===== src/rtl/stopwatch_display_scan.sv =====
// -----------------------------------------------------------------------------
// stopwatch_display_scan
//   Scans the stopwatch's 4-digit BCD time onto a shared 7-segment display.
//   A snapshot of Q is taken once per scan frame so all four digits of one
//   frame come from the same instant. Leading-zero blanking, illegal-digit
//   dash plus sticky ERR flag, and whole-display blink while paused.
//
// Ports
//   clk_in    : system clock
//   RESET_N   : asynchronous active-low reset
//   Q[16:1]   : BCD time {digit4, digit3, digit2, digit1}
//   PAUSED    : 1 = blink the display
//   BLANK_LZ  : 1 = blank digit4 when it is zero
//   AN[4:1]   : digit enables, at most one asserted
//   SEG[7:1]  : segments {g,f,e,d,c,b,a}
//   DP        : decimal point (lit on the digit3 slot only)
//   ERR       : sticky illegal-digit flag (always active-high)
// -----------------------------------------------------------------------------
module stopwatch_display_scan #(
    parameter int REFRESH_DIV  = 50000,
    parameter int BLINK_FRAMES = 64,
    parameter int COMMON_ANODE = 1
) (
    input  logic        clk_in,
    input  logic        RESET_N,
    input  logic [16:1] Q,
    input  logic        PAUSED,
    input  logic        BLANK_LZ,
    output logic [4:1]  AN,
    output logic [7:1]  SEG,
    output logic        DP,
    output logic        ERR
);

    localparam int   PW  = (REFRESH_DIV > 1) ? $clog2(REFRESH_DIV) : 1;
    localparam int   FW  = (BLINK_FRAMES > 1) ? $clog2(BLINK_FRAMES) : 1;
    // Polarity mask: outputs are XORed with this so internal logic is active-high.
    localparam logic POL = (COMMON_ANODE != 0);

    logic [PW-1:0] r_presc;
    logic [1:0]    r_idx;
    logic [16:1]   r_snap;
    logic [FW-1:0] r_frame_cnt;
    logic          r_blink_on;

    logic          w_tick;
    logic          w_frame;
    logic [1:0]    w_idx_nxt;
    logic [3:0]    w_dig;
    logic          w_illegal;
    logic          w_lz;
    logic [3:0]    w_an_ah;
    logic [6:0]    w_seg_ah;
    logic          w_dp_ah;
    logic [FW-1:0] w_fc_nxt;
    logic          w_blink_nxt;

    function automatic logic [6:0] seg7(input logic [3:0] d);
        case (d)
            4'd0:    seg7 = 7'b0111111;
            4'd1:    seg7 = 7'b0000110;
            4'd2:    seg7 = 7'b1011011;
            4'd3:    seg7 = 7'b1001111;
            4'd4:    seg7 = 7'b1100110;
            4'd5:    seg7 = 7'b1101101;
            4'd6:    seg7 = 7'b1111101;
            4'd7:    seg7 = 7'b0000111;
            4'd8:    seg7 = 7'b1111111;
            4'd9:    seg7 = 7'b1101111;
            default: seg7 = 7'b1000000;
        endcase
    endfunction

    assign w_tick    = (r_presc == PW'(REFRESH_DIV - 1));
    assign w_idx_nxt = r_idx + 2'd1;
    assign w_frame   = w_tick && (r_idx == 2'd3);

    // Digit for the slot about to be shown. The idx0 slot starts the frame in
    // the same cycle the snapshot is loaded, so it reads Q directly.
    always_comb begin
        w_dig = 4'd0;
        case (w_idx_nxt)
            2'd0: w_dig = Q[4:1];
            2'd1: w_dig = r_snap[8:5];
            2'd2: w_dig = r_snap[12:9];
            2'd3: w_dig = r_snap[16:13];
            default: w_dig = 4'd0;
        endcase
    end

    assign w_illegal = (w_dig > 4'd9) || ((w_idx_nxt == 2'd1) && (w_dig > 4'd5));
    assign w_lz      = BLANK_LZ && (w_idx_nxt == 2'd3) && (w_dig == 4'd0);

    // Blink phase. Outputs use the post-update value so a phase change lands
    // cleanly on a frame boundary, and releasing PAUSED takes effect at the
    // very next slot update.
    always_comb begin
        w_fc_nxt    = r_frame_cnt;
        w_blink_nxt = r_blink_on;
        if (!PAUSED) begin
            w_fc_nxt    = '0;
            w_blink_nxt = 1'b1;
        end else if (w_frame) begin
            if (r_frame_cnt == FW'(BLINK_FRAMES - 1)) begin
                w_fc_nxt    = '0;
                w_blink_nxt = ~r_blink_on;
            end else begin
                w_fc_nxt = r_frame_cnt + FW'(1);
            end
        end
    end

    always_comb begin
        w_an_ah  = 4'b0001 << w_idx_nxt;
        w_seg_ah = w_illegal ? 7'b1000000 : seg7(w_dig);
        w_dp_ah  = (w_idx_nxt == 2'd2);
        if (w_lz) begin
            w_an_ah  = 4'b0000;
            w_seg_ah = 7'b0000000;
            w_dp_ah  = 1'b0;
        end
        if (PAUSED && !w_blink_nxt)
            w_an_ah = 4'b0000;
    end

    always_ff @(posedge clk_in or negedge RESET_N) begin
        if (!RESET_N) begin
            r_presc     <= '0;
            r_idx       <= 2'd3;
            r_snap      <= '0;
            r_frame_cnt <= '0;
            r_blink_on  <= 1'b1;
            AN          <= {4{POL}};
            SEG         <= {7{POL}};
            DP          <= POL;
            ERR         <= 1'b0;
        end else begin
            r_presc     <= w_tick ? '0 : r_presc + PW'(1);
            r_frame_cnt <= w_fc_nxt;
            r_blink_on  <= w_blink_nxt;
            if (w_tick) begin
                r_idx <= w_idx_nxt;
                AN    <= w_an_ah ^ {4{POL}};
                SEG   <= w_seg_ah ^ {7{POL}};
                DP    <= w_dp_ah ^ POL;
                if (w_illegal)
                    ERR <= 1'b1;
            end
            if (w_frame)
                r_snap <= Q;
        end
    end

endmodule

===== config.mk =====
export PLATFORM = sky130hd
export DESIGN_NAME = stopwatch_display_scan
export DESIGN_NICKNAME = d
export VERILOG_FILES = /design/src/rtl/stopwatch_display_scan.sv
export SDC_FILE = /design/constraint.sdc
export NUM_CORES = 1
export LEC_CHECK = 0
export BUFFER_PORTS_ARGS = -buffer_cell sky130_fd_sc_hd__buf_2
export CAP_MARGIN = 20
export CORE_ASPECT_RATIO = 1.25
export CORE_MARGIN = 1
export CORE_UTILIZATION = 50
export DETAILED_ROUTE_END_ITERATION = 7
export PLACE_DENSITY = 0.73
export RECOVER_POWER = 25
export SYNTH_ARGS = -nofsm -noshare
export SYNTH_HDL_FRONTEND = slang
export SYNTH_SLANG_ARGS = --single-unit

===== constraint.sdc =====
create_clock -name clk_in -period 2.7 [get_ports clk_in]
set_input_delay 0 -clock clk_in [delete_from_list [all_inputs] [get_ports clk_in]]
set_output_delay 0 -clock clk_in [all_outputs]
set_load 0.01 [all_outputs]

==> impl_metrics.toml, run 1 <==
[route]
route.detailed.vias_per_inst = 5.57
routed-via-count = 1877
drc_errors = 0
drt-pass1-iter-count = 4
average_wire_per_cell_in_the_routed_design_um = 14.8
first_iter_violations = 88
antenna_left = 0
wirelength_um = 5000

[grt]
grt_max_degree = 51
grt_pass1_vias = 1859
globalRoute.totalOverflow = 0
antenna_violations_before_repair = 0
grt_first_pass_wirelength_um = 8220
grt_use_total_pct = 20.5

[layout]
stdcell_area_um2 = 3050
area_growth_pct = 20.9
layout.nets = 307
layout.area.seq_um2 = 1270
multi_input_area_um2 = 1220
final-instance-count-excl-fill = 337
antenna_cells_inserted = 0
final_layout_size_suffix_gt1_share_pct = 29.2
nFillCells = 376
finalCoreUtilization_pct = 63.5

[clock_tree]
clock_tree_from_tritoncts = "yes"
cts_sinks = 50
cts-buffers-inserted = 5
root_buffer = "sky130_fd_sc_hd__clkbuf_8"
clk_latency_ps = 300
clk_transition_reported_paths_ps = 90
htreeDepth = 2
clockBufferDepth = 2

[place]
place_area_um2 = 2770
port_buffers = 32
placed_cells = 314
dp_hpwl_um = 3390
placer_congestion_estimate = 0.864
dp_slack_ps = 43.4

[yosys]
synth_enable_flop_cells = 0
yosysTopAreaCell = "sky130_fd_sc_hd__dfrtp_1"
synth_area_um2 = 2520
synthesis.nets = 256
synth.top_cells.by_area = "sky130_fd_sc_hd__dfrtp_1 (35%), sky130_fd_sc_hd__dfstp_2 (16%), sky130_fd_sc_hd__mux2_2 (6.3%)"
synth_seq_area_share_pct = 50.4
ys.flop_type = "sky130_fd_sc_hd__dfrtp_1"
synth_cell_types = 41
syn_avg_cell_area_um2 = 11.2
async_reset_ff_share_pct = 100
synth_seq_cells = 50
syn-instance-count = 225
synth.yosys.warnings = 0
post_synth_top_area_share_pct = 34.7

[floorplanning]
design.portCount = 33
die-width_um = 65.5
die_height_um = 81.4
placement_rows = 28
die_area_um2 = 5330
core-area_um2 = 4800
initial_core_util_pct = 52.5

[sta]
final-setup-viol-count = 0
max_slew_margin_pct = 41.9
fin_crit_sh_pct = 94.6
rsz0062_at_grt = "no"
final_critical_path_setup_slack_ps = 146
maxClockFrequency_mhz = 392
final_hold_viol_count = 0
min_period_ps = 2550
tns_ps = 0
tightest_slew_ps = 872
worst_clock_skew_ps = 10.7
timing_max_transition_violations_final = 0

[run]
drv.max_cap_violation_count = 0

[min_path]
hold_wc_startpoint = "BLANK_LZ"
hold_path.class = "in2reg"

[worst_setup_path]
required_ps = 2950
worst_r2r_startpoint = "r_idx[0]$_DFFE_PN1N_"
worstSetupStartpointType = "register"
cp_max_fo = 6
setup.worst_path.class = "reg2reg"
worst_setup_path_startpoint = "r_idx[0]$_DFFE_PN1N_"
critPathArrivalTime_ps = 2800
critical_path_capture_point_type = "register"

[pwr]
power_leakage_nw = 1.36
power_density_nw_per_um2 = 440
peakVddDrop_uv = 241

[status]
outcome = "finished clean"
sequential cells by signal (all words and copies together), names as in the netlist, 2 cells and up:
name and flops:
SEG 7, AN 4, r_presc 16, r_snap 12, r_frame_cnt 6, r_idx 2
area by class of cell:
| class | instances | share of cell area [%] |
|---|---|---|
| well taps | 60 | 2.46 |
| flip-flops and latches | 50 | 41.6 |
| clock buffers | 8 | 3.32 |
| inverters | 10 | 1.23 |
| multi-input cells | 158 | 40.0 |
| repair buffers | 51 | 11.4 |
Yosys cell counts, types with 3 or more instances:
master,instances
sky130_fd_sc_hd__mux2_2,14
sky130_fd_sc_hd__dfrtp_1,35
sky130_fd_sc_hd__o21a_1,4
sky130_fd_sc_hd__o22a_1,8
sky130_fd_sc_hd__mux2i_1,5
sky130_fd_sc_hd__inv_1,10
sky130_fd_sc_hd__and3_1,4
sky130_fd_sc_hd__xnor2_1,10
sky130_fd_sc_hd__nand4_1,5
sky130_fd_sc_hd__and2_1,6
sky130_fd_sc_hd__buf_2,4
sky130_fd_sc_hd__nand3_1,10
sky130_fd_sc_hd__ha_1,11
sky130_fd_sc_hd__xor2_1,7
sky130_fd_sc_hd__a21oi_1,3
sky130_fd_sc_hd__o21ai_0,3
sky130_fd_sc_hd__nor2_1,15
sky130_fd_sc_hd__clkbuf_1,3
sky130_fd_sc_hd__nor3_1,4
sky130_fd_sc_hd__nand2_1,21
sky130_fd_sc_hd__dfstp_2,15
report_power, final:
group	internal, mW	switching (mW)
clock network	0.240	0.238
registers	0.759	0.00624
logic	0.0491	0.0499
cells in the final DEF (no fill, tap or decap), drive strengths merged, types with 11 or more instances in the layout:
| cell type | n |
|---|---|
| dfrtp | 35 |
| buf | 35 |
| nand2 | 21 |
| dfstp | 15 |
| nor2 | 15 |
| dlygate4sd3 | 14 |
| mux2 | 14 |
| ha | 11 |
worst paths after layout:
path	end	slack, ps	cells past startpoint
max	SEG[3]$_DFFE_PN1N_	150	9
max reg2reg	SEG[3]$_DFFE_PN1N_	150	9
min in group asynchronous	r_snap[16]$_DFFE_PN0P_	300	2
min reg2reg	r_presc[0]$_DFF_PN0_	460	1
min	SEG[7]$_DFFE_PN1N_	100	4
max in group asynchronous	r_frame_cnt[0]$_DFFE_PN0P_	1070	3
metal layers:
metal	global-route usage, %	share of wire, %	up-vias
li1	-	-	903
met1	23.2	41	918
met2	36.4	53	42
met3	4.49	3.3	14
met4	9.35	2.7	0
met5	0	0	-
logic make-up after synthesis:
kind of cell,share of synthesized area [%]
xor gates and xnor gates,5.91
AOI/OAI and AO/OA,11.1
DFF,50.4
buffers and inverters,2.73
muxes,8.24
and+or+nand+nor,16.2
adders and majority gates,5.46
through the flow:
stage               total power [mW]  hold WS (ps)
global route                    1.40           101
CTS                             1.35          76.9
detailed placement             0.857           236
floorplan                      0.815          -296
global placement               0.856           232
finish                          1.34          96.3
critical path, stage by stage (launching register included):
cell                       delay [ps]
sky130_fd_sc_hd__dfstp_2          560
sky130_fd_sc_hd__inv_1             80
sky130_fd_sc_hd__ha_2             220
sky130_fd_sc_hd__a222oi_1         340
sky130_fd_sc_hd__mux2_4           230
sky130_fd_sc_hd__ha_2             200
sky130_fd_sc_hd__inv_1             70
sky130_fd_sc_hd__o41a_4           520
sky130_fd_sc_hd__nand4_4          110
sky130_fd_sc_hd__o32a_1           180
what timing repair did:
action	4_1_cts	5_1_grt
buffers inserted	0	0
hold buffers	14	0
hold endpoints to repair	51	0
resized for setup	0	8
setup endpoints to repair	0	8
Power figures use the tool's default switching activity.
==> run 2, diff against run 1 <==
CELL_PAD_IN_SITES_DETAIL_PLACEMENT = 1   (was not set)
CELL_PAD_IN_SITES_GLOBAL_PLACEMENT = 2   (was not set)
CORE_UTILIZATION = 34   (was 50)
PLACE_DENSITY = not set   (was 0.73)
PLACE_DENSITY_LB_ADDON = 0.1   (was not set)
==> impl_metrics.toml, run 2 (synthesis gave the netlist of run 1 again) <==
[route]
routed-via-count = 1937
route.detailed.vias_per_inst = 5.15
first_iter_violations = 53
drc_errors = 0
drt-pass1-iter-count = 4
antenna_left = 0
wirelength_um = 6020
average_wire_per_cell_in_the_routed_design_um = 16.0

[worst_setup_path]
setup.worst_path.class = "reg2reg"
worstSetupStartpointType = "register"
cp_max_fo = 6
required_ps = 2930
critical_path_capture_point_type = "register"
critPathArrivalTime_ps = 2830

[grt]
grt_max_degree = 29
grt_pass1_vias = 2056
globalRoute.totalOverflow = 0
grt_first_pass_wirelength_um = 10000
antenna_violations_before_repair = 0
grt_use_total_pct = 16.6

[place]
placed_cells = 351
dp_slack_ps = 22.3
dp_hpwl_um = 4330
port_buffers = 32
placer_congestion_estimate = 0.806
place_area_um2 = 2850

[layout]
reg.largest.list = "r_presc (16), r_snap (12), SEG (7)"
finalCoreUtilization_pct = 44.9
top_register = "r_presc"
final_layout_size_suffix_gt1_share_pct = 30.8
layout.nets = 316
area_growth_pct = 25.8
stdcell_area_um2 = 3170
final-instance-count-excl-fill = 376
commonest_non_fill_non_tap_cells_in_the_layout = "sky130_fd_sc_hd__dfrtp_1 (35), sky130_fd_sc_hd__buf_2 (25), sky130_fd_sc_hd__nand2_1 (21)"
antenna_cells_inserted = 0
largest_reg_flops = 16
most_common_cell_after_layout_fill_and_taps_aside = "sky130_fd_sc_hd__dfrtp_1"

[floorplanning]
core-area_um2 = 7060
die_height_um = 98.3
die_area_um2 = 7770
die-width_um = 79.0
initial_core_util_pct = 35.7
design.portCount = 33
placement_rows = 34

[clock_tree]
htreeDepth = 2
clock_tree_from_tritoncts = "yes"
clockBufferDepth = 2
clk_latency_ps = 300
cts_sinks = 50
cts-buffers-inserted = 5
clk_transition_reported_paths_ps = 90
root_buffer = "sky130_fd_sc_hd__clkbuf_8"

[sta]
fin_crit_sh_pct = 96.3
max_slew_margin_pct = 16.2
timing_max_transition_violations_final = 0
final_hold_viol_count = 0
final_critical_path_setup_slack_ps = 99.7
final-setup-viol-count = 0
worst_clock_skew_ps = 5.80
min_period_ps = 2600
tightest_slew_ps = 1260
maxClockFrequency_mhz = 385

[min_path]
hold_path.class = "in2reg"

[pwr]
power_leakage_nw = 1.39
peakVddDrop_uv = 224
power_density_nw_per_um2 = 436

[status]
outcome = "finished clean"

[run]
drv.max_cap_violation_count = 0
-- run 2: routing by layer --
layer	wire, µm	track usage, %
met4	112	5.73
met2	3000	27.2
met3	215	3.27
met5	0	0
met1	2690	21.7
-- run 2: path summary, 6_finish.rpt --
kind | slack, ps | end | cells past startpoint | startpoint
worst max-delay path | 100 | SEG[7]$_DFFE_PN1N_ | 11 | r_idx[1]$_DFFE_PN1N_
worst min-delay path | 100 | SEG[7]$_DFFE_PN1N_ | 4 | BLANK_LZ
worst max register to register | 100 | SEG[7]$_DFFE_PN1N_ | 11 | r_idx[1]$_DFFE_PN1N_
worst min register to register | 460 | r_presc[0]$_DFF_PN0_ | 1 | r_presc[0]$_DFF_PN0_
max in group asynchronous | 1160 | AN[2]$_DFFE_PN1N_ | 3 | RESET_N
min in group asynchronous | 490 | r_snap[8]$_DFFE_PN0P_ | 2 | RESET_N
-- run 2: power breakdown --
group | internal (mW) | switching [mW]
Combinational | 0.0558 | 0.0538
Clock | 0.259 | 0.247
Sequential | 0.759 | 0.00663
-- run 2: critical path, stage by stage, from the launching register on --
cell	delay (ps)
sky130_fd_sc_hd__dfstp_2	540
sky130_fd_sc_hd__buf_4	110
sky130_fd_sc_hd__ha_1	370
sky130_fd_sc_hd__mux2i_4	360
sky130_fd_sc_hd__buf_4	150
sky130_fd_sc_hd__inv_1	50
sky130_fd_sc_hd__ha_1	230
sky130_fd_sc_hd__nor2_2	160
sky130_fd_sc_hd__nand2_1	80
sky130_fd_sc_hd__and3_1	200
sky130_fd_sc_hd__o21ai_0	180
sky130_fd_sc_hd__a21oi_1	100
-- run 2: layout make-up --
type                            count  area (µm²)
Timing Repair Buffer               60         397
Fill cell                         791        3890
Clock buffer                        8         110
Inverter                           10        37.5
Sequential cell                    50        1270
Multi-Input combinational cell    158        1240
Tap cell                           90         113
-- run 2: repair_timing --
item | 4_1_cts | 5_1_grt
endpoints found under the hold margin | 28 | 0
gates resized for setup | 1 | 11
hold buffers | 14 | 0
setup endpoints to repair | 1 | 9
pin swaps | 0 | 2
setup buffers | 0 | 3
-- run 2: metrics by stage --
step                      TNS [ps]  hold WS, ps  total power, mW
after floorplan                  0         -296            0.815
after global placement           0         10.5            0.865
after detailed placement         0         10.1            0.866
after CTS                        0         76.7             1.40
after global routing          -152          101             1.44
final                            0         95.1             1.38
==> run 3, diff against run 2 <==
PLACE_DENSITY = 0.72   (was not set)
PLACE_DENSITY_LB_ADDON = not set   (was 0.1)
==> impl_metrics.toml, run 3 (synthesis gave the netlist of run 1 again) <==
[pwr]
total_power_mw = 1.44
seq_power_share_pct = 53.0
power.share.switching_pct = 21.3
combinationalPowerShare_pct = 7.7
power.net_switching_uw = 308
power_density_nw_per_um2 = 450
p_int_mw = 1.14
share_clk_of_total_power_pct = 39.4
peakVddDrop_uv = 191
power_leakage_nw = 1.42

[clock_tree]
clock_tree_from_tritoncts = "yes"
cts_sinks = 50
htreeDepth = 2
clk_transition_reported_paths_ps = 100
cts-buffers-inserted = 5
clockBufferDepth = 2
root_buffer = "sky130_fd_sc_hd__clkbuf_8"
clk_latency_ps = 300

[grt]
met2_usage_pct = 29.2
grt_first_pass_wirelength_um = 10000
groute.layer.met3.usage_pct = 2.43
globalRoute.totalOverflow = 0
grt_use_total_pct = 16.7
antenna_violations_before_repair = 0
global_route.peak_usage_layer = "met2"
globalRouteMet1Util_pct = 20.3
grt_pass1_vias = 1970
grt_max_degree = 30

[sta]
maxClockFrequency_mhz = 389
max_slew_margin_pct = -7.08
tightest_slew_ps = 1610
worst_clock_skew_ps = 8.05
final-setup-viol-count = 0
fin_crit_sh_pct = 95.3
min_period_ps = 2570
tns_ps = 0
final_hold_viol_count = 0
final_critical_path_setup_slack_ps = 126
timing_max_transition_violations_final = 30

[route]
drt-pass1-iter-count = 4
routed-via-count = 1901
route.detailed.vias_per_inst = 5.06
drc_errors = 0
average_wire_per_cell_in_the_routed_design_um = 15.8
antenna_left = 0
first_iter_violations = 38
wirelength_um = 5930

[run]
drv.max_cap_violation_count = 1

[layout]
largest_reg_flops = 16
reg.largest.list = "r_presc (16), r_snap (12), SEG (7)"
top_register = "r_presc"
stdcell_area_um2 = 3210
layout.nets = 316
final_layout_size_suffix_gt1_share_pct = 33.2
most_common_cell_after_layout_fill_and_taps_aside = "sky130_fd_sc_hd__dfrtp_1"
antenna_cells_inserted = 0
nFillCells = 802
commonest_non_fill_non_tap_cells_in_the_layout = "sky130_fd_sc_hd__dfrtp_1 (35), sky130_fd_sc_hd__buf_2 (31), sky130_fd_sc_hd__nand2_1 (21)"
area_growth_pct = 27.4

[floorplanning]
die-width_um = 79.0
die_height_um = 98.3
core-area_um2 = 7060
placement_rows = 34
die_area_um2 = 7770
initial_core_util_pct = 35.7
design.portCount = 33

[worst_setup_path]
cp_max_fo = 6
worstSetupStartpointType = "register"
critPathSlowestCell = "sky130_fd_sc_hd__dfstp_2"
path_cells = "inv_1 > ha_2 > a222oi_1 > mux2i_1 > o41a_4 > nand4_4 > o32a_1"
required_ps = 2950
critPathArrivalTime_ps = 2830
worst_path_largest_cell_delay_ps = 570
setup.worst_path.class = "reg2reg"
critical_path_capture_point_type = "register"

[min_path]
hold_path.class = "in2reg"

[place]
dp_slack_ps = 6.93
port_buffers = 32
place_area_um2 = 2840
placer_congestion_estimate = 0.733
dp_hpwl_um = 4320

[status]
outcome = "finished with violations"
failing_checks = "capacitance limit, slew limit"
run 3: path summary, 6_finish.rpt:
path,from,endpoint,slack [ps],cells past startpoint
min in group asynchronous,RESET_N,r_presc[4]$_DFF_PN0_,620,2
setup reg to reg,r_idx[1]$_DFFE_PN1N_,SEG[2]$_DFFE_PN1N_,130,7
hold / removal,BLANK_LZ,SEG[7]$_DFFE_PN1N_,100,4
hold reg to reg,r_presc[0]$_DFF_PN0_,r_presc[0]$_DFF_PN0_,470,1
setup / recovery,r_idx[1]$_DFFE_PN1N_,SEG[2]$_DFFE_PN1N_,130,7
max in group asynchronous,RESET_N,AN[4]$_DFFE_PN1N_,1100,3
run 3: routing by layer:
metal	vias to the layer above	wire length, µm
met1	946	2610
met2	28	3070
met5	-	0
li1	917	-
met4	0	123
met3	10	120
run 3: timing repair:
item                       CTS  global route
hold buffers                14             0
resized for setup            0            14
hold endpoints to repair    34             0
buffers inserted             0             4
setup endpoints to repair    0             8
run 3: final cells by class:
cell class / instances / area, µm² / area share [%]
clock buffers: 8 / 133 / 4.13
inverters: 10 / 37.5 / 1.17
well taps: 90 / 113 / 3.51
flip-flops and latches: 50 / 1270 / 39.5
repair buffers: 60 / 404 / 12.6
multi-input cells: 158 / 1250 / 39.1
run 3: power groups by stage:
| stage | registers [mW] | logic (mW) | clock network [mW] |
|---|---|---|---|
| global placement | 0.779 | 0.0859 | 0 |
| finish | 0.765 | 0.111 | 0.569 |
| floorplan | 0.776 | 0.0395 | 0 |
| detailed placement | 0.778 | 0.0864 | 0 |
| global route | 0.766 | 0.122 | 0.612 |
| CTS | 0.765 | 0.102 | 0.593 |
run 3: stage by stage:
step | instances | util [%] | hold slack [ps]
6_report | 376 | 45.5 | 101
5_1_grt | 376 | 45.5 | 114
4_1_cts | 372 | 44.0 | 83.3
3_5_place_dp | 350 | 40.2 | 81.0
3_3_place_gp | 350 | 40.2 | 68.6
2_1_floorplan | 225 | - | -296
run 3: worst max-delay path, delay by kind of cell, from the launching register on:
| kind | cells | cell delay (ps) |
|---|---|---|
| compound gates | 3 | 1220 |
| fa+ha+maj | 1 | 230 |
| buf+inv | 1 | 90 |
| flops | 1 | 570 |
| mux | 1 | 290 |
| simple gates | 1 | 130 |
